**src/rtl/reg_dump_pkg.sv**
```systemverilog
// Shared types and constants for the register-file dump reader.
// Build with REG_DUMP_FRAMING_EN to add the 0xA5 header and XOR checksum bytes.
package reg_dump_pkg;

  localparam int DUMP_NB_DATA     = 32;
  localparam int DUMP_NB_BYTE     = 8;
  localparam int BYTES_PER_WORD   = DUMP_NB_DATA / DUMP_NB_BYTE;
  localparam logic [7:0] HEADER_BYTE = 8'hA5;

  typedef enum logic [2:0] {
    IDLE,
    ADDR,
    LOAD,
    SEND,
    NEXT,
    DONE
`ifdef REG_DUMP_FRAMING_EN
    , HDR,
    CHK
`endif
  } state_t;

endpackage

```
**src/rtl/reg_dump_reader_word_byte_serializer.sv**
```systemverilog
// Loads one word and emits it MSB byte first over valid/ready; last marks the final accepted byte.
// With single set at load, only the top byte is sent (used for framing bytes).
module word_byte_serializer #(
  parameter int NB_DATA = 32,
  parameter int NB_BYTE = 8
) (
  input  logic               clk,
  input  logic               reset,
  input  logic               load,
  input  logic               single,
  input  logic [NB_DATA-1:0] word,
  input  logic               ready,
  output logic [NB_BYTE-1:0] data,
  output logic               valid,
  output logic               last
);

  localparam int BPW    = NB_DATA / NB_BYTE;
  localparam int NB_CNT = (BPW > 1) ? $clog2(BPW) : 1;
  localparam logic [NB_CNT-1:0] CNT_LAST = NB_CNT'(BPW - 1);

  logic [NB_DATA-1:0] shift;
  logic [NB_CNT-1:0]  count;

  assign data = shift[NB_DATA-1 -: NB_BYTE];
  assign last = valid && ready && (count == CNT_LAST);

  // valid is purely registered so it never follows ready combinationally
  always_ff @(posedge clk) begin
    if (reset) begin
      shift <= '0;
      count <= '0;
      valid <= 1'b0;
    end else if (load) begin
      shift <= word;
      count <= single ? CNT_LAST : '0;
      valid <= 1'b1;
    end else if (valid && ready) begin
      if (count == CNT_LAST) begin
        shift <= '0;
        count <= '0;
        valid <= 1'b0;
      end else begin
        shift <= shift << NB_BYTE;
        count <= count + NB_CNT'(1);
      end
    end
  end

endmodule

```
**src/rtl/reg_dump_reader.sv**
```systemverilog
// Debug dump of the 32x32 register file: walks every address and streams the words as bytes to UART TX.
// Optional REG_DUMP_FRAMING_EN adds a 0xA5 header byte and a trailing XOR checksum byte.
//
// state | meaning
// IDLE  | waiting for i_start, all outputs low
// HDR   | sending header byte (framing builds only)
// ADDR  | address presented, register file read data settles on negedge
// LOAD  | word captured into the serializer
// SEND  | bytes streaming out under valid/ready
// NEXT  | advance index or finish
// CHK   | sending checksum byte (framing builds only)
// DONE  | one-cycle o_done pulse
module reg_dump_reader #(
  parameter int NB_DATA = reg_dump_pkg::DUMP_NB_DATA,
  parameter int NB_ADDR = 5,
  parameter int N_REGS  = 32,
  parameter int NB_BYTE = reg_dump_pkg::DUMP_NB_BYTE
) (
  input  logic               clk,
  input  logic               i_reset,
  input  logic               i_start,
  input  logic [NB_DATA-1:0] i_rf_data,
  output logic [NB_ADDR-1:0] o_rf_addr,
  output logic [NB_BYTE-1:0] o_tx_data,
  output logic               o_tx_valid,
  input  logic               i_tx_ready,
  output logic               o_busy,
  output logic               o_done
);

  import reg_dump_pkg::*;

  localparam logic [NB_ADDR-1:0] LAST_INDEX = NB_ADDR'(N_REGS - 1);

  state_t             state;
  logic [NB_ADDR-1:0] index;
  logic               ser_load;
  logic               ser_single;
  logic               ser_last;
  logic [NB_DATA-1:0] ser_word;

`ifdef REG_DUMP_FRAMING_EN
  logic [NB_BYTE-1:0] chk;
`endif

  always_comb begin
    ser_load   = (state == LOAD);
    ser_single = 1'b0;
    ser_word   = i_rf_data;
`ifdef REG_DUMP_FRAMING_EN
    // framing bytes reuse the serializer as single-byte words
    if (state == IDLE && i_start) begin
      ser_load   = 1'b1;
      ser_single = 1'b1;
      ser_word   = NB_DATA'(HEADER_BYTE) << (NB_DATA - NB_BYTE);
    end else if (state == NEXT && index == LAST_INDEX) begin
      ser_load   = 1'b1;
      ser_single = 1'b1;
      ser_word   = NB_DATA'(chk) << (NB_DATA - NB_BYTE);
    end
`endif
  end

  word_byte_serializer #(
    .NB_DATA (NB_DATA),
    .NB_BYTE (NB_BYTE)
  ) u_serializer (
    .clk    (clk),
    .reset  (i_reset),
    .load   (ser_load),
    .single (ser_single),
    .word   (ser_word),
    .ready  (i_tx_ready),
    .data   (o_tx_data),
    .valid  (o_tx_valid),
    .last   (ser_last)
  );

  always_ff @(posedge clk) begin
    if (i_reset) begin
      state     <= IDLE;
      index     <= '0;
      o_rf_addr <= '0;
      o_busy    <= 1'b0;
      o_done    <= 1'b0;
    end else begin
      case (state)
        IDLE: begin
          if (i_start) begin
            index     <= '0;
            o_rf_addr <= '0;
            o_busy    <= 1'b1;
`ifdef REG_DUMP_FRAMING_EN
            state     <= HDR;
`else
            state     <= ADDR;
`endif
          end
        end
        ADDR: state <= LOAD;
        LOAD: state <= SEND;
        SEND: if (ser_last) state <= NEXT;
        NEXT: begin
          if (index == LAST_INDEX) begin
            o_rf_addr <= '0;
`ifdef REG_DUMP_FRAMING_EN
            state     <= CHK;
`else
            state     <= DONE;
            o_done    <= 1'b1;
`endif
          end else begin
            index     <= index + NB_ADDR'(1);
            o_rf_addr <= index + NB_ADDR'(1);
            state     <= ADDR;
          end
        end
`ifdef REG_DUMP_FRAMING_EN
        HDR: if (ser_last) state <= ADDR;
        CHK: begin
          if (ser_last) begin
            state  <= DONE;
            o_done <= 1'b1;
          end
        end
`endif
        DONE: begin
          o_done <= 1'b0;
          o_busy <= 1'b0;
          state  <= IDLE;
        end
        default: state <= IDLE;
      endcase
    end
  end

`ifdef REG_DUMP_FRAMING_EN
  always_ff @(posedge clk) begin
    if (i_reset) begin
      chk <= '0;
    end else if (state == IDLE && i_start) begin
      chk <= '0;
    end else if (state == SEND && o_tx_valid && i_tx_ready) begin
      chk <= chk ^ o_tx_data;
    end
  end
`endif

endmodule

```
**config.mk**
```make
export PLATFORM = sky130hd
export DESIGN_NAME = reg_dump_reader
export DESIGN_NICKNAME = d
export VERILOG_FILES = /design/src/rtl/reg_dump_pkg.sv /design/src/rtl/reg_dump_reader_word_byte_serializer.sv /design/src/rtl/reg_dump_reader.sv
export SDC_FILE = /design/constraint.sdc
export NUM_CORES = 1
export LEC_CHECK = 0
export ABC_CLOCK_PERIOD_IN_PS = 2100
export BUFFER_PORTS_ARGS = -buffer_cell sky130_fd_sc_hd__buf_2
export CORE_MARGIN = 10
export CORE_UTILIZATION = 52
export CTS_CLUSTER_SIZE = 14
export DETAILED_ROUTE_END_ITERATION = 8
export GPL_TIMING_DRIVEN = 0
export PLACE_DENSITY = 0.79
export SYNTH_ARGS = -nofsm -noshare
export SYNTH_HDL_FRONTEND = slang
export SYNTH_HIERARCHICAL = 1
export SYNTH_SLANG_ARGS = --single-unit
```
**constraint.sdc**
```tcl
create_clock -name clk -period 2.1 [get_ports clk]
set_input_delay 0.42 -clock clk [delete_from_list [all_inputs] [get_ports clk]]
set_output_delay 0.42 -clock clk [all_outputs]
set_load 0.02 [all_outputs]
```
==> impl_summary.md, run 1 <==
Run status
The flow ran to the end, and the final reports show no timing, DRC or antenna violations.

Worst setup path
The data arrival time of the critical path is 2.20 ns. The most used cell along the critical path is ha_1. The signal on the critical path passes through ha_1, and3_1, ha_1, nor2b_1, o21ai_1, a21oi_1, a211oi_1. On the critical path, the stage with the largest delay is an instance of dfxtp_1. The worst reg2reg path startpoint is index[0]. The data required time at the worst endpoint is 2.33 ns. The category of the worst setup path launch point is a flip-flop. The category of the most critical setup path is reg2reg. The endpoint identified for the worst register-to-register timing path is index[3].

The largest single stage delay on the critical path is 0.41 ns. The sort of element at the end of the critical path is a flip-flop. The maximum net fanout on the critical path is 7. The register-to-register setup slack is 0.12 ns. Counting cells, the worst reg-to-reg path comes to 7.

Floorplan
The horizontal die dimension is 82.2 µm. The total die area is 6760 µm². The initialized floorplan defines 22 standard-cell rows. The vertical die dimension is 82.2 µm. The core footprint is 3720 µm². 52 I/O pins were placed. The effective utilization at floorplan is 0.542.

Synthesis
Counting flops and latches in the post-synthesis netlist gives 50. The share of the Yosys chip area taken by registers is 0.497. Of the post-synthesis cell area, the dominant cell type holds 0.497. The biggest area contributor in the post-synthesis netlist is dfxtp_1. The post-synthesis compound-gate area fraction is 0.229. Counting flops with an async set or reset pin after synthesis yields a share of 0. The cell area that synthesis handed to floorplanning was 2010 µm². Ranked by total cell area, the synthesized netlist is headed by dfxtp_1 50%, a222oi_1 12%, nor2_1 8.2%.

Among all flip-flop cells after synthesis, the most frequent one is dfxtp_1. Of the total synthesized cell area, the portion taken by AND, OR, NAND and NOR gates is 0.159. After synthesis, the largest family of logic cells by area is compound AO/OA/AOI/OAI gates. The fraction of synthesized cell area in xor and xnor cells is 0.0131.

The most frequent cell after synthesis is dfxtp_1. The number of synthesized flops with an enable pin is 0. After technology mapping, the gate count stands at 212.

The mux share of post-synthesis cell area is 0.00497. The average cell area after synthesis is 9.50 µm². After synthesis, the most frequently instantiated cells are 50 x dfxtp_1, 44 x nor2_1, 24 x a222oi_1, 12 x a21oi_1, 10 x a22oi_1. During synthesis, Yosys emitted a total of 6 warnings. Of the total synthesized cell area, the portion taken by full adders, half adders and majority gates is 0.0186. The number of different library cells used by synthesis comes to 39.

Place
The HPWL reported at the end of detailed placement is 3.80 mm. In this run the tool buffered the top-level ports with 51 buffer cells. The total placed instance area is 2330 µm². The number of placed cells counting well taps is 312. The minimum setup slack after placement is -0.0163 ns.

The final weighted congestion of routability-driven global placement is 0.807.

Power and ir drop
Dividing total power by cell area gives a power density of 801 nW/µm². The relative contribution of combinational cells to total power is 0.136. Cell internal power was estimated by the tool at 1.47 mW.

The sequential share of power is 0.526. The proportion of total power due to net switching is 0.250. The worst vdd rail ir drop is 0.612 mV. The analysis attributes to net switching a power of 490 µW. The static leakage is 1.06 nW. The clock group share of total power is 0.339.

STA
Derived from the worst setup path, the maximum achievable clock frequency is 505 MHz. The number of hold violations in the final report came to 0. The worst setup slack after layout is 0.121 ns. In this run the tightest slew margin relative to its limit is 0.578. Setup repair after global routing left no endpoint under its margin. The share of the clock period used by the worst path is 0.942. The final critical delay including setup and external delays is 1.98 ns. The slew at the pin with the worst max-slew slack is 0.626 ns. The number of max-slew violations in the final report is 0. The setup skew after layout is 0.0103 ns. The number of setup violations in the final report is 0.

Final hold analysis gives a worst-case slack of 0.365 ns.

Routing
After the first detailed-routing iteration, the DRC count stood at 244. The via-per-instance ratio is 5.90. The routed layout has 1889 vias.

The number of optimization iterations in the first detailed-route pass is 6. For this run, design rule violations remaining after detail routing come to 0. Once detail routing completed, the nets flagged for antenna violations numbered 0. After detailed routing, the average wire length per cell comes to 16.0 µm. For this block, the routed nets add up to 5.12 mm of wire.

Layout
The count of antenna diodes in the layout is 0. The count of cells in the finished layout, fillers not included, comes to 320. The number of nets in the finished design is 310. The layout-stage area growth over the synthesis result is 21.3%. The share of cells above drive strength 1 is 0.283. The final design instance area without fill is 2440 µm². At the end of the flow the core is filled with cells to 0.657.

Global route
The number of antenna violations at the first check in global routing came to 0. Across every metal layer, demand over resource in global routing totals 0.155. The via count of the first global-routing pass is 1761. Global routing finished with a remaining overflow of 0. The wire length of the first global-routing pass is 8.38 mm.

The maximum number of pins on one net before global-route repair is 16.

Clock network
The register clock-pin slew on the reported worst setup and hold paths is 0.09 ns. Buffers inserted to repair hold after CTS numbered 0. The TritonCTS clock tree is built.

The number of buffers inserted during clock tree synthesis is 5. The worst-case clock buffer depth is 2. The H-tree was split into 2 levels. The later pin in the worst-skew pair is clocked with a latency of 0.30 ns. The tree is rooted in a clkbuf_8. The post-CTS setup buffer count is 0. The total number of clock tree sinks is 50.

Hold path
The end of the worst hold path is u_serializer/shift[5]. The worst hold path startpoint is i_rf_data[5]. The cell depth of the worst hold path is 3. The min-delay analysis places its worst path in the category in2reg.

Run
The max-capacitance violation count is 0.
==> timing repair <==
action / CTS / global route
resized for setup: 1 / 0
setup endpoints to repair: 1 / 0
hold endpoints to repair: 0 / 0
==> cell type report <==
type | instances | area (µm²)
inverters | 3 | 11.3
fillers | 336 | 1270
plain buffers | 24 | 143
well taps | 48 | 60.1
clock buffers | 6 | 72.6
multi-input cells | 136 | 862
repair buffers | 51 | 255
clock inverters | 2 | 37.5
flip-flops and latches | 50 | 1000
==> logic make-up after synthesis <==
kind of cell | count (synthesis)
and+or+nand+nor | 69
AOI/OAI and AO/OA | 58
xor gates and xnor gates | 3
other | 1
buffers and inverters | 27
muxes | 1
adders and majority gates | 3
DFF | 50
==> state kept, by name (all words and copies together), names as in the netlist <==
signal	flops
u_serializer/shift	32
index	5
o_rf_addr	5
state	3
u_serializer/count	2
o_busy	1
o_done	1
u_serializer/valid	1
==> power by group through the flow <==
stage               Sequential [mW]  Combinational (mW)  Clock (mW)
global route                   1.03               0.294       0.714
detailed placement             1.05               0.263           0
finish                         1.03               0.266       0.663
global placement               1.05               0.257           0
floorplan                      1.04               0.173           0
CTS                            1.03               0.265       0.676
==> worst max-delay path by stage <==
stage               cells after the start  slack (ns)  startpoint  endpoint
floorplan                               7        0.39    index[0]  index[3]
global placement                        7        0.06    index[0]  index[3]
detailed placement                      7       -0.02    index[0]  index[3]
CTS                                     7        0.15    index[0]  index[3]
global route                            7        0.02    index[0]  index[3]
finish                                  7        0.12    index[0]  index[3]
==> worst max-delay path, delay by kind of cell (launching register included) <==
family	cells	cell delay [ns]
compound gates	3	0.66
fa+ha+maj	2	0.54
simple gates	2	0.30
flops	1	0.41
==> metal layers <==
| layer | up-vias | GRT usage | part of all wire |
|---|---|---|---|
| met1 | 904 | 0.210 | 0.44 |
| met5 | - | 0 | 0 |
| met2 | 73 | 0.229 | 0.45 |
| met4 | 0 | 0.0459 | 0.011 |
| li1 | 905 | - | - |
| met3 | 7 | 0.0486 | 0.096 |
==> cell usage in the layout (no fill, tap or decap), types with 2 or more instances in the layout <==
cell type | synthesis | final
a211oi_1 | 2 | 2
a21oi_1 | 12 | 12
a222oi_1 | 24 | 24
a22oi_1 | 10 | 10
and2b_1 | 2 | 2
buf_2 | 6 | 57
buf_4 | 8 | 8
buf_6 | 2 | 2
clkbuf_1 | 7 | 8
clkbuf_8 | 0 | 5
conb_1 | 1 | 2
dfxtp_1 | 50 | 50
ha_1 | 3 | 3
inv_1 | 3 | 3
nand2_1 | 6 | 6
nand3_1 | 3 | 3
nor2_1 | 44 | 44
nor2b_1 | 2 | 2
nor3_1 | 3 | 3
o21ai_0 | 3 | 2
xnor2_1 | 2 | 2
==> through the flow <==
| stage | TNS [ns] | total power [mW] |
|---|---|---|
| 4_1_cts | 0 | 1.97 |
| 2_1_floorplan | 0 | 1.22 |
| 3_3_place_gp | 0 | 1.30 |
| 3_5_place_dp | -0.0169 | 1.31 |
| 5_1_grt | 0 | 2.04 |
| 6_report | 0 | 1.96 |
(Power assumes the default switching activity.)
==> inputs of run 2 (changes only) <==
--- a/config.mk
+++ b/config.mk
@@ -8,11 +8,10 @@
 export ABC_CLOCK_PERIOD_IN_PS = 2100
 export BUFFER_PORTS_ARGS = -buffer_cell sky130_fd_sc_hd__buf_2
 export CORE_MARGIN = 10
-export CORE_UTILIZATION = 52
+export CORE_UTILIZATION = 35
 export CTS_CLUSTER_SIZE = 14
 export DETAILED_ROUTE_END_ITERATION = 8
 export GPL_TIMING_DRIVEN = 0
-export PLACE_DENSITY = 0.79
 export SYNTH_ARGS = -nofsm -noshare
 export SYNTH_HDL_FRONTEND = slang
 export SYNTH_HIERARCHICAL = 1
==> impl_summary.md, run 2 (synthesis results as in run 1) <==
Hold path
The worst hold path belongs to the class in2reg. The worst hold path startpoint is i_rf_data[4].

STA
Once routing completed, OpenROAD measured the worst setup slack at 0.246 ns. The number of hold violations in the final report is 0. Setup repair after global routing left no endpoint under its margin. The headroom to the max-slew limit is 0.592.

The setup skew after layout is 0.00376 ns. The number of max-slew violations in the final report is 0. The clock period could shrink to 1.85 ns. The share of the clock period used by the worst path is 0.883. At the pin with the least slew margin, the transition time is 0.606 ns. Derived from the worst setup path, the maximum achievable clock frequency is 539 MHz. The number of setup violations in the final report is 0.

Worst setup path
The highest-delay cell along the critical path is dfxtp_1. The worst reg2reg path startpoint is index[0]. The data arrival time of the critical path is 2.08 ns.

The largest stage delay on the critical path is 0.38 ns. The worst setup path is captured at a flip-flop. The buffering stage count on the worst path with inverters included is 0. The startpoint of the worst setup timing path is index[0].

For the worst setup path, the data required time is 2.32 ns. The maximum net fanout on the critical path is 7. The category of the worst setup path launch point is a flip-flop. The category of cells accounting for the largest share of critical-path delay is compound AO/OA/AOI/OAI gates. Among the stages of the critical path, the cell type that occurs most often is ha_1. The critical path goes through ha_1, and3_1, ha_1, nor2b_1, o21ai_2, a21oi_1, a211oi_1. The category of the most critical setup path is reg2reg.

Clock network
Buffers added to address setup during post-CTS repair amount to 0. Clock-pin slew was measured on the worst setup and hold paths at 0.09 ns. The TritonCTS clock tree is built.

The master cell of the clock root buffer is clkbuf_8. The insertion delay of the later-clocked pin in the worst-skew pair is 0.30 ns. The cts-stage hold buffer count is 0. The longest clock path from root to sink contains 2 buffers.

For this design, the sink count on the clock tree is 50. The number of buffers inserted during clock tree synthesis is 5. The H-tree was split into 2 levels.

Floorplan
The effective utilization at floorplan is 0.363. The floorplan has 27 rows. The die is 95.8 µm wide.

The core footprint is 5540 µm². The total die area is 9190 µm². The count of pins on the block boundary is 52.

Measured along the y axis, the die boundary spans 95.8 µm.

Global route
Entering global routing, the biggest net connects 16 pins. The via count of the first global-routing pass was 1769. The wire length of the first global-routing pass is 8.74 mm. For this run, the total global-route usage over all layers was measured as 0.119.

After global routing the overflow that remains totals 0. The number of antenna violations at the first check in global routing is 0.

Place
Before CTS, the worst setup slack after placement is 0.00962 ns. After detailed placement, the design holds a cell count of 336. The final weighted congestion of routability-driven global placement is 0.786.

The HPWL reported at the end of detailed placement is 3.93 mm. The count of buffers added on input and output ports is 51.

Routing
For this block, the via count after detailed routing is 1798. The iteration-0 DRC count of the detailed router is 185. The post-detailed-route wirelength per cell is 15.3 µm.

The via-per-instance ratio is 5.23. For this run, design rule violations remaining after detail routing come to 0. Before antenna repair, the detailed router went through 6 iterations. The overall routed net length is 5.27 mm. The count of nets left with antenna violations once routing finished came out at 0.

Layout
The repair_antennas step left the layout with diodes totalling 0. The library cells used most frequently in the layout, excluding fill and tap cells, are 56 x buf_2, 50 x dfxtp_1, 44 x nor2_1, 24 x a222oi_1, 12 x a21oi_1. The largest registers in the layout are u_serializer/shift (32), index (5), o_rf_addr (5). Compared with the post-synthesis result, the final layout area differs by 23.2%. In the final layout, the share of cells above drive strength 1 is 0.290. The final cell count without fillers is 344. The register with the most flip-flops is u_serializer/shift. The library cell used most frequently in the layout, excluding fill and tap cells, is buf_2. The number of nets in the finished design is 310. The flip-flop count of the largest register, all copies and words added is 32.

Power and ir drop
The static leakage is 1.06 nW. IR analysis of the VDD net gives a maximum drop of 0.335 mV. Power spread over the standard cell area amounts to 794 nW/µm².

Run status
The run finished with clean final reports.

Run
The max-capacitance violation count is 0.
## run 2: changes by cell type in the layout (fill, tap and decap cells not counted), sizes merged
cell / change
clkbuf: +1
buf: -1
## run 2: metal layers
layer,vias up,wire length [µm],global-route usage
li1,898,-,-
met1,847,2480,0.152
met2,46,2310,0.183
met3,7,376,0.0389
met4,0,98,0.0442
met5,-,0,0
## run 2: final timing paths
check                           slack [ns]                    end  cells after the start
worst max-delay path                  0.25               index[3]                      7
worst min-delay path                  0.37  u_serializer/shift[4]                      3
worst max register to register        0.25               index[3]                      7
worst min register to register        0.46           o_rf_addr[1]                      2
## run 2: worst min-delay path: stages
cell and delay, ns:
buf_2 0.07, a22oi_1 0.07, nor2_1 0.08
## run 2: cell type report
class / instances / area [µm²]
buffer: 24 / 146
clock buffer: 6 / 72.6
clock inverter: 2 / 37.5
fill: 571 / 3060
inverter: 3 / 11.3
multi-input combinational: 136 / 866
sequential: 50 / 1000
tap: 72 / 90.1
timing repair buffer: 51 / 255
## run 2: stage by stage
step,power [mW],hold slack [ns],setup TNS [ns],cell area [µm²],utilization
global placement,1.31,0.441,-0.00231,2360,0.426
CTS,1.99,0.360,0,2470,0.446
detailed placement,1.32,0.451,0,2360,0.426
finish,1.97,0.368,0,2480,0.448
floorplan,1.22,0.436,0,2020,-
global route,2.07,0.371,0,2480,0.448
## run 2: where the power goes
part	internal [mW]	total [mW]	leakage, nW	switching, mW
Clock	0.356	0.676	0.0514	0.320
Combinational	0.119	0.266	0.607	0.146
Sequential	0.994	1.03	0.407	0.0345
Total	1.47	1.97	1.06	0.501
## run 2: repair_timing
item                       CTS  global route
setup endpoints to repair    2             3
resized for setup            1             4
pin swaps                    0             0
==> inputs of run 3 (changes only) <==
--- a/config.mk
+++ b/config.mk
@@ -8,10 +8,11 @@
 export ABC_CLOCK_PERIOD_IN_PS = 2100
 export BUFFER_PORTS_ARGS = -buffer_cell sky130_fd_sc_hd__buf_2
 export CORE_MARGIN = 10
-export CORE_UTILIZATION = 35
+export CORE_UTILIZATION = 50
 export CTS_CLUSTER_SIZE = 14
 export DETAILED_ROUTE_END_ITERATION = 8
 export GPL_TIMING_DRIVEN = 0
+export PLACE_DENSITY = 0.76
 export SYNTH_ARGS = -nofsm -noshare
 export SYNTH_HDL_FRONTEND = slang
 export SYNTH_HIERARCHICAL = 1
==> impl_summary.md, run 3 (synthesis results as in run 1) <==
Run status
The run finished with clean final reports.

Layout
The register with the most flip-flops is u_serializer/shift. In the final layout, flip-flops and latches occupy 1000 µm². The filler cells instantiated in the layout total 346. In the layout the commonest cells are 57 x buf_2, 50 x dfxtp_1, 44 x nor2_1, 24 x a222oi_1, 12 x a21oi_1. The largest registers in the layout are u_serializer/shift (32), index (5), o_rf_addr (5). The count of antenna diodes in the layout is 0. After the last flow step, the layout net total stands at 310. The multi-input combinational cell area is 871 µm². In the final layout, the share of cells above drive strength 1 is 0.290. Leaving out fill and tap cells, the most frequent cell in the layout is buf_2.

The flip-flop count of the largest register, all copies and words added is 32. The layout-stage area growth over the synthesis result is 20.9%. For this run, the share of the core covered by cells in the final layout is 0.618.

Clock network
The insertion delay of the later-clocked pin in the worst-skew pair is 0.30 ns. After clock tree synthesis, the clock-pin slew on the worst setup and hold paths is 0.09 ns. The master cell of the clock root buffer is clkbuf_8. After clock tree synthesis, the flow added hold-fix buffers numbering 0. Clock tree synthesis found a total of 50 sinks.

In this run the deepest clock path goes through 2 buffers. TritonCTS built the clock tree. The number of levels the H-tree was split into is 2. The number of buffers inserted during clock tree synthesis is 5.

Worst setup path
STA puts the critical path data required time at 2.34 ns. STA classifies the critical path startpoint as a flip-flop. The maximum net fanout on the critical path is 10. The highest-delay cell along the critical path is dfxtp_1. Measured in cells, the most critical reg-to-reg path has a length of 7. The largest stage delay on the critical path is 0.37 ns.

The sort of element at the end of the critical path is a flip-flop. For the worst setup path, the data arrival time is 2.10 ns. Walking the worst path, the cells encountered are clkbuf_1, nor3b_2, buf_2, a21oi_2, buf_2, a222oi_1, nor2_1.

The most used cell along the critical path is buf_2. The worst setup path is of the reg2reg kind.

STA
Setup repair after global routing left no endpoint under its margin. The final critical delay including setup and external delays is 1.87 ns. The number of max-slew violations in the final report is 0. The setup skew after layout is 0.00802 ns.

The final sum of negative setup slack is 0 ns. The number of hold violations in the final report came to 0. The headroom to the max-slew limit is 0.608. In the finished design, the share of the clock period the worst path needs comes to 0.888.

The number of setup violations in the final report is 0. At the pin with the least slew margin, the transition time is 0.582 ns. Based on the critical path, the design can be clocked at up to 536 MHz.

Routing
The number of antenna-violating nets in the routed design is 0. The via-per-instance ratio is 5.71. The first TritonRoute pass finished after 7 iterations. The final route contains 1840 vias. After detailed routing, the number of remaining DRC violations is 0. The post-detailed-route wirelength per cell is 15.8 µm. The overall routed net length is 5.07 mm. The iteration-0 DRC count of the detailed router is 263.

Global route
For this run the aggregate overflow at the end of global routing stands at 0. The number of antenna violations at the first check in global routing is 0. The wire length of the first global-routing pass is 8.36 mm.

The maximum number of pins on one net before global-route repair is 15. Across every metal layer, demand over resource in global routing totals 0.142. The via count of the first global-routing pass came to 1787.

Place
The final weighted congestion of routability-driven global placement is 0.817. After legalization and detailed placement, the total HPWL measured 3.76 mm. The count of buffers from port buffering is 51.

Floorplan
The initial utilization of the core area, before any placement, comes to 0.511. The floorplan step set the die width to 83.5 µm. In this run the standard cell core region covers 3940 µm². The initialized floorplan defines 23 standard-cell rows. The vertical die dimension is 83.5 µm.

The count of pins on the block boundary is 52. The total die area is 6960 µm².

Run
Across the run, the number of max-cap violations was 0.

Power and ir drop
The relative contribution of combinational cells to total power is 0.142. The sequential share of power is 0.552. The power spent charging and discharging nets is 484 µW. IR analysis of the VDD net gives a maximum drop of 0.547 mV. The proportion of total power due to net switching is 0.260. For this design the ratio of total power to cell area is 765 nW/µm². For this design the static power due to leakage is 1.06 nW. Internal power comes to 1.38 mW. The share of total power dissipated in the clock network is 0.306.

Hold path
The cell depth of the worst hold path is 3. The min-delay analysis places its worst path in the category in2reg.
## run 3: power groups by stage
stage / Combinational (mW) / Clock (mW) / Sequential, mW
2_1_floorplan: 0.173 / 0 / 1.04
3_3_place_gp: 0.258 / 0 / 1.05
3_5_place_dp: 0.262 / 0 / 1.05
4_1_cts: 0.264 / 0.579 / 1.03
5_1_grt: 0.296 / 0.621 / 1.03
6_report: 0.265 / 0.570 / 1.03
## run 3: layout make-up
| class | instances | area share |
|---|---|---|
| Clock inverter | 1 | 0.00206 |
| Sequential cell | 50 | 0.411 |
| Buffer | 24 | 0.0586 |
| Tap cell | 50 | 0.0257 |
| Multi-Input combinational cell | 136 | 0.358 |
| Timing Repair Buffer | 51 | 0.105 |
| Clock buffer | 7 | 0.0355 |
| Inverter | 3 | 0.00462 |
## run 3: per-stage QoR
stage                     instances  area [µm²]  hold slack [ns]  total power [mW]  worst slack, ns
after CTS                       322        2430            0.367              1.87           0.0247
after floorplan                 213        2020            0.436              1.22            0.393
after global routing            322        2430            0.358              1.95           0.0118
after global placement          314        2330            0.448              1.31           0.0858
final                           322        2430            0.372              1.86            0.234
after detailed placement        314        2330            0.446              1.31           0.0801
## run 3: worst paths after layout
kind	startpoint	endpoint	slack (ns)
min reg2reg	o_rf_addr[1]	o_rf_addr[1]	0.46
min	i_rf_data[2]	u_serializer/shift[2]	0.37
max reg2reg	state[2]	u_serializer/shift[10]	0.23
max	state[2]	u_serializer/shift[10]	0.23
## run 3: layer usage
layer  part of all wire  global-route usage  wire, µm
met2               0.47               0.236      2410
met3              0.074              0.0576       376
met4              0.010              0.0472        53
met1               0.44               0.160      2240
met5                  0                   0         0
## run 3: timing repair
item | CTS | global route
buffers inserted | 0 | 0
endpoints found under the setup margin | 0 | 9
resized for setup | 0 | 3
## run 3: worst max-delay path, delay by kind of cell, from the launching register on
kind / cells / cell delay (ns)
AO/OA/AOI/OAI: 2 / 0.38
buffers and inverters: 3 / 0.82
flip-flops: 1 / 0.37
AND/OR/NAND/NOR: 2 / 0.22
